<file path="config.mk">
export PLATFORM = sky130hd
export DESIGN_NAME = imem_loader
export DESIGN_NICKNAME = d
export VERILOG_FILES = /design/src/rtl/imem_loader.sv
export SDC_FILE = /design/constraint.sdc
export NUM_CORES = 1
export LEC_CHECK = 0
export CAP_MARGIN = 20
export CORE_MARGIN = 5
export CORE_UTILIZATION = 56
export CTS_BUF_LIST = sky130_fd_sc_hd__clkbuf_16
export CTS_CLUSTER_DIAMETER = 30
export DETAILED_ROUTE_END_ITERATION = 10
export PLACE_DENSITY = 0.81
export SLEW_MARGIN = 20
export SYNTH_ARGS = -nofsm -noshare
export SYNTH_HDL_FRONTEND = slang
export SYNTH_SLANG_ARGS = --single-unit
</file>
<file path="constraint.sdc">
create_clock -name clk -period 2.6 [get_ports clk]
set_input_delay 0.39 -clock clk [delete_from_list [all_inputs] [get_ports clk]]
set_output_delay 0.39 -clock clk [all_outputs]
set_load 0.02 [all_outputs]
</file>
<file path="src/rtl/imem_loader.sv">
`default_nettype none
// ============================================================================
//  Module   : imem_loader
//  Purpose  : Byte-stream instruction loader. Receives a length-prefixed frame
//             over a valid/ready link, assembles 16-bit big-endian words and
//             writes them to instruction memory from address 0. Holds the CPU
//             until the whole program is in memory.
//  Options  : IMEM_LOADER_CHKSUM_EN - adds a trailing XOR checksum byte; a
//             mismatch ends the load in the error state.
//  Revision : 1.0 - initial release
// ============================================================================
module imem_loader #(
    parameter int PROG_CTR_WID = 10
) (
    input  logic                    clk,
    input  logic                    reset,
    input  logic                    start,
    input  logic [7:0]              in_byte,
    input  logic                    in_valid,
    output logic                    in_ready,
    output logic                    imem_wr_en,
    output logic [PROG_CTR_WID-1:0] imem_wr_addr,
    output logic [15:0]             imem_wr_data,
    output logic                    cpu_hold,
    output logic                    load_done,
    output logic                    load_err
);

    // Memory depth in words; a length above this cannot fit and is rejected.
    localparam logic [31:0] c_DEPTH = 32'd1 << PROG_CTR_WID;

    typedef enum logic [3:0] {
        ST_IDLE    = 4'd0,
        ST_LEN_HI  = 4'd1,
        ST_LEN_LO  = 4'd2,
        ST_DATA_HI = 4'd3,
        ST_DATA_LO = 4'd4,
        ST_WRITE   = 4'd5,
        ST_CHKSUM  = 4'd6,
        ST_DONE    = 4'd7,
        ST_ERR     = 4'd8
    } state_t;

    state_t                  r_state;
    state_t                  w_next;
    state_t                  w_end_state;
    logic [15:0]             r_len;
    logic [16:0]             r_words;
    logic [PROG_CTR_WID-1:0] r_addr;
    logic [7:0]              r_hi;
    logic [15:0]             r_wr_data;
    logic                    w_ready;
    logic                    w_xfer;
    logic [15:0]             w_len;
`ifdef IMEM_LOADER_CHKSUM_EN
    logic [7:0]              r_xor;
`endif

    assign w_xfer = in_valid && w_ready;
    // Full word count as it becomes known on the LEN_LO transfer.
    assign w_len  = {r_len[15:8], in_byte};

    // The last data word (or an empty frame) leads to the checksum byte
    // when that option is built in, otherwise straight to completion.
`ifdef IMEM_LOADER_CHKSUM_EN
    assign w_end_state = ST_CHKSUM;
`else
    assign w_end_state = ST_DONE;
`endif

    assign in_ready     = w_ready;
    assign imem_wr_addr = r_addr;
    assign imem_wr_data = r_wr_data;

    // State register plus the datapath registers that follow the FSM.
    always_ff @(posedge clk) begin
        if (!reset) begin
            r_state   <= ST_IDLE;
            r_len     <= 16'd0;
            r_words   <= 17'd0;
            r_addr    <= '0;
            r_hi      <= 8'd0;
            r_wr_data <= 16'd0;
`ifdef IMEM_LOADER_CHKSUM_EN
            r_xor     <= 8'd0;
`endif
        end else begin
            r_state <= w_next;
            case (r_state)
                ST_IDLE, ST_DONE, ST_ERR: begin
                    if (start) begin
                        r_len   <= 16'd0;
                        r_words <= 17'd0;
                        r_addr  <= '0;
`ifdef IMEM_LOADER_CHKSUM_EN
                        r_xor   <= 8'd0;
`endif
                    end
                end
                ST_LEN_HI: if (w_xfer) r_len[15:8] <= in_byte;
                ST_LEN_LO: if (w_xfer) r_len[7:0]  <= in_byte;
                ST_DATA_HI: begin
                    if (w_xfer) begin
                        r_hi  <= in_byte;
`ifdef IMEM_LOADER_CHKSUM_EN
                        r_xor <= r_xor ^ in_byte;
`endif
                    end
                end
                ST_DATA_LO: begin
                    if (w_xfer) begin
                        r_wr_data <= {r_hi, in_byte};
`ifdef IMEM_LOADER_CHKSUM_EN
                        r_xor     <= r_xor ^ in_byte;
`endif
                    end
                end
                // Address wraps naturally at full depth; the 17-bit word
                // count is what terminates the load.
                ST_WRITE: begin
                    r_addr  <= r_addr + 1'b1;
                    r_words <= r_words + 17'd1;
                end
                default: ;
            endcase
        end
    end

    // Next-state decode and state-derived outputs.
    always_comb begin
        w_next     = r_state;
        w_ready    = 1'b0;
        imem_wr_en = 1'b0;
        cpu_hold   = 1'b1;
        load_done  = 1'b0;
        load_err   = 1'b0;
        case (r_state)
            ST_IDLE: begin
                if (start) w_next = ST_LEN_HI;
            end
            ST_LEN_HI: begin
                w_ready = 1'b1;
                if (w_xfer) w_next = ST_LEN_LO;
            end
            ST_LEN_LO: begin
                w_ready = 1'b1;
                if (w_xfer) begin
                    if (w_len == 16'd0)
                        w_next = w_end_state;
                    else if ({16'd0, w_len} > c_DEPTH)
                        w_next = ST_ERR;
                    else
                        w_next = ST_DATA_HI;
                end
            end
            ST_DATA_HI: begin
                w_ready = 1'b1;
                if (w_xfer) w_next = ST_DATA_LO;
            end
            ST_DATA_LO: begin
                w_ready = 1'b1;
                if (w_xfer) w_next = ST_WRITE;
            end
            ST_WRITE: begin
                imem_wr_en = 1'b1;
                if (r_words + 17'd1 == {1'b0, r_len})
                    w_next = w_end_state;
                else
                    w_next = ST_DATA_HI;
            end
`ifdef IMEM_LOADER_CHKSUM_EN
            ST_CHKSUM: begin
                w_ready = 1'b1;
                if (w_xfer) w_next = (in_byte == r_xor) ? ST_DONE : ST_ERR;
            end
`endif
            ST_DONE: begin
                cpu_hold  = 1'b0;
                load_done = 1'b1;
                if (start) w_next = ST_LEN_HI;
            end
            ST_ERR: begin
                load_err = 1'b1;
                if (start) w_next = ST_LEN_HI;
            end
            default: w_next = ST_IDLE;
        endcase
    end

endmodule
`default_nettype wire

</file>
==> impl_metrics.toml, run 1 <==
[outcome]
run_status = "completed"

[yosys]
synth_area_per_cell_um2 = 7.56
synth_top_cell_by_area = "dfxtp_1"
netlist_instances = 503
synth_edf_count = 0
seq_area_frac_synth_pct = 37.4
syn-cell-area_um2 = 3800
ys_top_cells_by_area = "dfxtp_1 (37%), a21oi_1 (8.7%), nand2_1 (7.6%), nor2_1 (6.5%), xnor2_1 (3.9%)"
dominantRegCellSynth = "dfxtp_1"
ys_ff_latch = 71
synth_nets = 517
yosys.area.top_type_share_pct = 37.4
postSynth.asyncResetShare_pct = 0
post_synth_num_cell_types = 63
ys_warn_count = 0

[power]
worst_ir_drop_on_vdd_mv = 0.724
total_switching_power_mw = 1.10
p_clk_share_pct = 37.3
pwr-share-seq_pct = 37.6
pwr_density_cell_nw_per_um2 = 711
cellLeakagePower_nw = 1.75
swShare_pct = 33.2
p_int_mw = 2.21
pwr-share-comb_pct = 25.1

[grt]
wire_length_of_the_first_global_routing_pass_um = 16900
first_global_vias = 3619
antenna_found_initial = 0
grt_util_overall_pct = 24.3
grt_overflow_total = 0
grt_start_max_net_pins = 35

[critical_path]
regToRegEndpoint = "r_state[2]"
timing_worst_setup_path_type = "reg2out"
critical_path_peak_fanout = 18
regToRegStartpoint = "r_words[1]"
crit_arrival_ps = 2070
setup.worst_path.start_class = "flop"
r2r_cell_count = 7
worst-endpoint-required_ps = 2210
element_type_at_the_critical_path_end = "output port"
reg2reg_slack_ps = 310

[cells_and_area]
final_layout_size_suffix_gt1_share_pct = 10.0
number_of_diodes = 0
ff_latch_area_um2 = 1420
multi_input_comb_area_um2 = 2200
fillCellCount = 509
nNetsFinal = 557
finish.instance_area_um2 = 4650
layout-area-overhead-vs-synth_pct = 22.4
fin_util_pct = 69.6

[routing]
routedWlPerCell_um = 15.9
routed_wl_um = 10000
routed_via_density = 6.04
drt_iter0_drc = 199
first_drt_pass_iteration_count = 5
via_count = 3793
postRouteAntennaNets = 0
remaining_drcs = 0

[clock_tree]
cts.sinks = 71
cts-root-to-sink-buffers = 2
holdBufCountCts = 0
tritoncts_clock_tree = "built"
cts_made_buffers = 9
cts_root_buffer = "clkbuf_16"
h-tree-depth = 3
clock_insertion_delay_worst_skew_ps = 330
cts_repair_resize_count = 1
clk_pin_slew_worst_paths_ps = 60
post-cts-setup-buffer-count = 0

[sta]
hold_violations = 0
achievable-frequency_mhz = 407
maxSlewViolCount = 0
final_min_period_over_clock_period_pct = 94.5
setup_viol = 0
fin_worst_skew_ps = 3.11
finalWorstPathRequiredPeriod_ps = 2460
max-slew-margin-rel_pct = 43.9
rsz0062_at_grt = "false"
fin_setup_tns_ps = 0
tightestPinTransition_ps = 835

[run]
max_cap_violations = 0

[hold_path]
worstHoldEndpoint = "imem_wr_data[11]"
hold_depth = 2
worst_hold_path_type = "reg2reg"
timing.hold.worst.start = "r_hi[3]"

[placed_design]
place.detailed.hpwl_um = 6870
place.port_buffers = 42
postPlaceCellArea_um2 = 4340
routability_congestion_estimate = 0.921

[floorplanning]
die_width_um = 92.4
die-area_um2 = 8530
core_region_area_um2 = 6680
placement_rows = 30
die_height_um = 92.4
num_io_pins = 43
initial_core_util_pct = 56.9
## flip-flops by register name (all words and copies together) (netlist names)
register / cells
imem_wr_addr: 10
imem_wr_data: 16
r_hi: 8
r_len: 16
r_state: 4
r_words: 17
## cells in the mapped netlist, types with 2 or more instances
| library cell | number |
|---|---|
| nand2_1 | 77 |
| dfxtp_1 | 71 |
| a21oi_1 | 66 |
| nor2_1 | 66 |
| clkbuf_1 | 21 |
| nand3_1 | 20 |
| o21ai_0 | 20 |
| xnor2_1 | 17 |
| nor3_1 | 14 |
| inv_1 | 10 |
| mux2i_1 | 10 |
| and3_1 | 7 |
| nand4_1 | 7 |
| a31oi_1 | 6 |
| buf_2 | 6 |
| xor2_1 | 6 |
| a22oi_1 | 4 |
| nand2b_1 | 4 |
| nand3b_1 | 4 |
| nor2b_1 | 4 |
| or3_1 | 4 |
| a311oi_1 | 3 |
| and2_1 | 3 |
| and4_1 | 3 |
| buf_1 | 3 |
| nor4_1 | 3 |
| a211oi_1 | 2 |
| a22o_1 | 2 |
| buf_6 | 2 |
| clkbuf_2 | 2 |
| ha_1 | 2 |
| o22ai_1 | 2 |
| or2_2 | 2 |
## critical path: stages (launching register included)
cell	delay, ps
dfxtp_1	490
nor3_2	410
inv_1	100
nor2_1	120
clkdlybuf4s50_1	610
## cell families (layout without fill, tap and decap cells)
logic type	after synthesis	in the layout	share of synthesized area [%]
xor gates and xnor gates	23	23	5.30
adders and majority gates	3	3	0.922
muxes	10	10	2.63
DFF	71	71	37.4
AOI/OAI and AO/OA	121	121	19.1
and+or+nand+nor	230	230	29.5
buffers and inverters	45	90	5.20
## layout by cell type, fill, tap and decap left out, drive strengths merged, types with 6 or more instances in the layout
cell type	count
clkinv	6
nor3	15
xnor2	17
inv	10
nand4	9
mux2i	10
and3	7
buf	22
o21ai	20
xor2	6
nand2	77
nand3	21
dfxtp	71
nor2	66
clkdlybuf4s50	42
clkbuf	9
a21oi	66
a31oi	6
## cell type report
cell class / instances / area share, %
flip-flops and latches: 71 / 30.5
clock inverters: 7 / 1.59
repair buffers: 64 / 12.9
multi-input cells: 387 / 47.2
inverters: 10 / 0.807
well taps: 80 / 2.15
clock buffers: 9 / 4.84
## worst max-delay path by stage
stage / startpoint / to / cells past startpoint
finish: r_state[1] / load_err / 4
global route: r_state[1] / load_err / 4
CTS: r_state[3] / imem_wr_en / 4
detailed placement: start / r_len[2] / 6
global placement: start / r_len[2] / 6
floorplan: r_words[0] / r_state[2] / 7
## power by group through the flow
stage	Sequential, mW	Combinational (mW)	Clock, mW
2_1_floorplan	1.20	0.627	0
3_3_place_gp	1.25	0.796	0
3_5_place_dp	1.26	0.811	0
4_1_cts	1.24	0.821	1.25
5_1_grt	1.25	0.916	1.30
6_report	1.24	0.831	1.23
## metal layers
layer	wire length, um	track usage [%]	vias up
met1	4470	31.2	1790
met5	0	0	-
met4	264	10.4	0
met2	4710	39.3	133
met3	569	5.04	30
li1	-	-	1840
## through the flow
stage          power (mW)  setup slack [ps]  hold WS [ps]  std cells
4_1_cts              3.30              94.4           458        628
6_report             3.31               144           458        628
3_3_place_gp         2.05               260           438        612
3_5_place_dp         2.07               194           445        612
2_1_floorplan        1.82               475           432        503
5_1_grt              3.46              8.21           478        628
Power figures use the tool's default switching activity.
==> inputs of run 2 (changes only) <==
--- a/config.mk
+++ b/config.mk
@@ -7,12 +7,12 @@
 export LEC_CHECK = 0
 export CAP_MARGIN = 20
 export CORE_MARGIN = 5
-export CORE_UTILIZATION = 56
+export CORE_UTILIZATION = 25
 export CTS_BUF_LIST = sky130_fd_sc_hd__clkbuf_16
 export CTS_CLUSTER_DIAMETER = 30
 export DETAILED_ROUTE_END_ITERATION = 10
-export PLACE_DENSITY = 0.81
-export SLEW_MARGIN = 20
+export PLACE_DENSITY = 0.43
+export SLEW_MARGIN = 0
 export SYNTH_ARGS = -nofsm -noshare
 export SYNTH_HDL_FRONTEND = slang
 export SYNTH_SLANG_ARGS = --single-unit
==> run 2 against run 1 <==
  * Die area up 110%
  * Critical path depth unchanged
  * Clock-buffer cell count stayed put
  * Critical endpoint is now in_ready
==> impl_metrics.toml, run 2 (synthesis results as in run 1) <==
[routing]
routedWlPerCell_um = 15.3
remaining_drcs = 0
drt_iter0_drc = 287
routed_wl_um = 11400
postRouteAntennaNets = 0
routed_via_density = 4.95
via_count = 3687
first_drt_pass_iteration_count = 5

[critical_path]
timing.critical_path.buf_inv = 2
crit_arrival_ps = 2070
critical_path.top_delay_family = "buffers and inverters"
max_stage_delay_ps = 640
worst-endpoint-required_ps = 2210
crit_chain = "nor3_1 -> buf_4 -> nor3_1 -> clkdlybuf4s50_1"
timing_worst_setup_path_type = "reg2out"
crit_slowest_cell = "clkdlybuf4s50_1"
element_type_at_the_critical_path_end = "output port"
critical_path_peak_fanout = 13
setup.worst_path.start = "r_state[0]"
setup.worst_path.start_class = "flop"
regToRegStartpoint = "r_words[1]"
crit_top_cell = "nor3_1"

[clock_tree]
tritoncts_clock_tree = "built"
cts_root_buffer = "clkbuf_16"
cts.sinks = 71
post-cts-setup-buffer-count = 0
cts-root-to-sink-buffers = 2
h-tree-depth = 3
cts_made_buffers = 9
clk_pin_slew_worst_paths_ps = 60
holdBufCountCts = 0
cts_repair_resize_count = 0
clock_insertion_delay_worst_skew_ps = 340

[floorplanning]
initial_core_util_pct = 25.3
core_region_area_um2 = 15000
placement_rows = 45
num_io_pins = 43
die_width_um = 133
die_height_um = 133
die-area_um2 = 17800

[sta]
achievable-frequency_mhz = 407
final_min_period_over_clock_period_pct = 94.5
rsz0062_at_grt = "false"
setup_ws_ps = 142
maxSlewViolCount = 0
fin_setup_tns_ps = 0
setup_viol = 0
fin_worst_skew_ps = 8.79
hold_violations = 0
tightestPinTransition_ps = 592
max-slew-margin-rel_pct = 60.5
finalWorstPathRequiredPeriod_ps = 2460

[power]
swShare_pct = 33.9
p_clk_share_pct = 37.4
pwr-share-comb_pct = 26.6
worst_ir_drop_on_vdd_mv = 0.271
pwr-share-seq_pct = 35.9
p_int_mw = 2.26
cellLeakagePower_nw = 1.79
pwr_density_cell_nw_per_um2 = 705
total_switching_power_mw = 1.16

[hold_path]
worst_hold_path_type = "reg2reg"
timing.hold.worst.start = "r_hi[2]"

[cells_and_area]
layout.cells.most_common = "nand2_1"
largest-register = "r_words"
nNetsFinal = 566
largest_register_ff_count = 17
layout.cells.most_common_list = "nand2_1 (77), dfxtp_1 (71), nor2_1 (66), a21oi_1 (66), clkdlybuf4s50_1 (42)"
layout-area-overhead-vs-synth_pct = 27.5
final_layout_size_suffix_gt1_share_pct = 11.1
number_of_diodes = 0

[outcome]
run_status = "completed"

[grt]
antenna_found_initial = 0
grt_overflow_total = 0
grt_util_overall_pct = 13.0
grt_start_max_net_pins = 41
first_global_vias = 3460
wire_length_of_the_first_global_routing_pass_um = 18700

[placed_design]
post_place_setup_slack_ps = 266
routability_congestion_estimate = 0.788
place.port_buffers = 42
place.detailed.hpwl_um = 8200

[run]
max_cap_violations = 0
[run 2: worst register-to-register path: stages (launching register included)]
cell     delay (ps)
dfxtp_1         420
ha_1            290
nand4_1         160
or4_4           490
xor2_1          160
o32ai_1         100
a211o_1         250
o41ai_2         320
[run 2: layout make-up]
| cell class | count | area (um^2) |
|---|---|---|
| fillers | 1565 | 10200 |
| multi-input cells | 387 | 2180 |
| flip-flops and latches | 71 | 1420 |
| repair buffers | 73 | 666 |
| well taps | 188 | 235 |
| clock buffers | 9 | 225 |
| clock inverters | 7 | 80.1 |
| inverters | 10 | 37.5 |
[run 2: path summary, 6_finish.rpt]
check / to / slack, ps / cells past startpoint
max: in_ready / 140 / 4
min: imem_wr_data[10] / 460 / 2
min reg2reg: imem_wr_data[10] / 460 / 2
max reg2reg: r_state[2] / 320 / 7
[run 2: power groups by stage]
stage / registers (mW) / logic, mW / clock network [mW]
floorplan: 1.20 / 0.627 / 0
global placement: 1.25 / 0.910 / 0
detailed placement: 1.25 / 0.914 / 0
CTS: 1.23 / 0.917 / 1.32
global route: 1.24 / 1.00 / 1.36
finish: 1.23 / 0.910 / 1.28
[run 2: stage by stage]
stage	instances	hold slack (ps)	power [mW]	util [%]	cell area, um^2
after detailed placement	729	449	2.16	30.2	4540
after CTS	745	461	3.46	32.2	4850
after global routing	745	485	3.60	32.2	4850
final	745	456	3.42	32.2	4850
after global placement	729	442	2.16	30.2	4540
after floorplan	503	432	1.82	-	3800
[run 2: layer usage]
metal  share of wire, %  track usage [%]
met1                 48             17.7
met2                 45             20.2
met3                5.4             2.79
met4                1.6             4.74
met5                  0                0
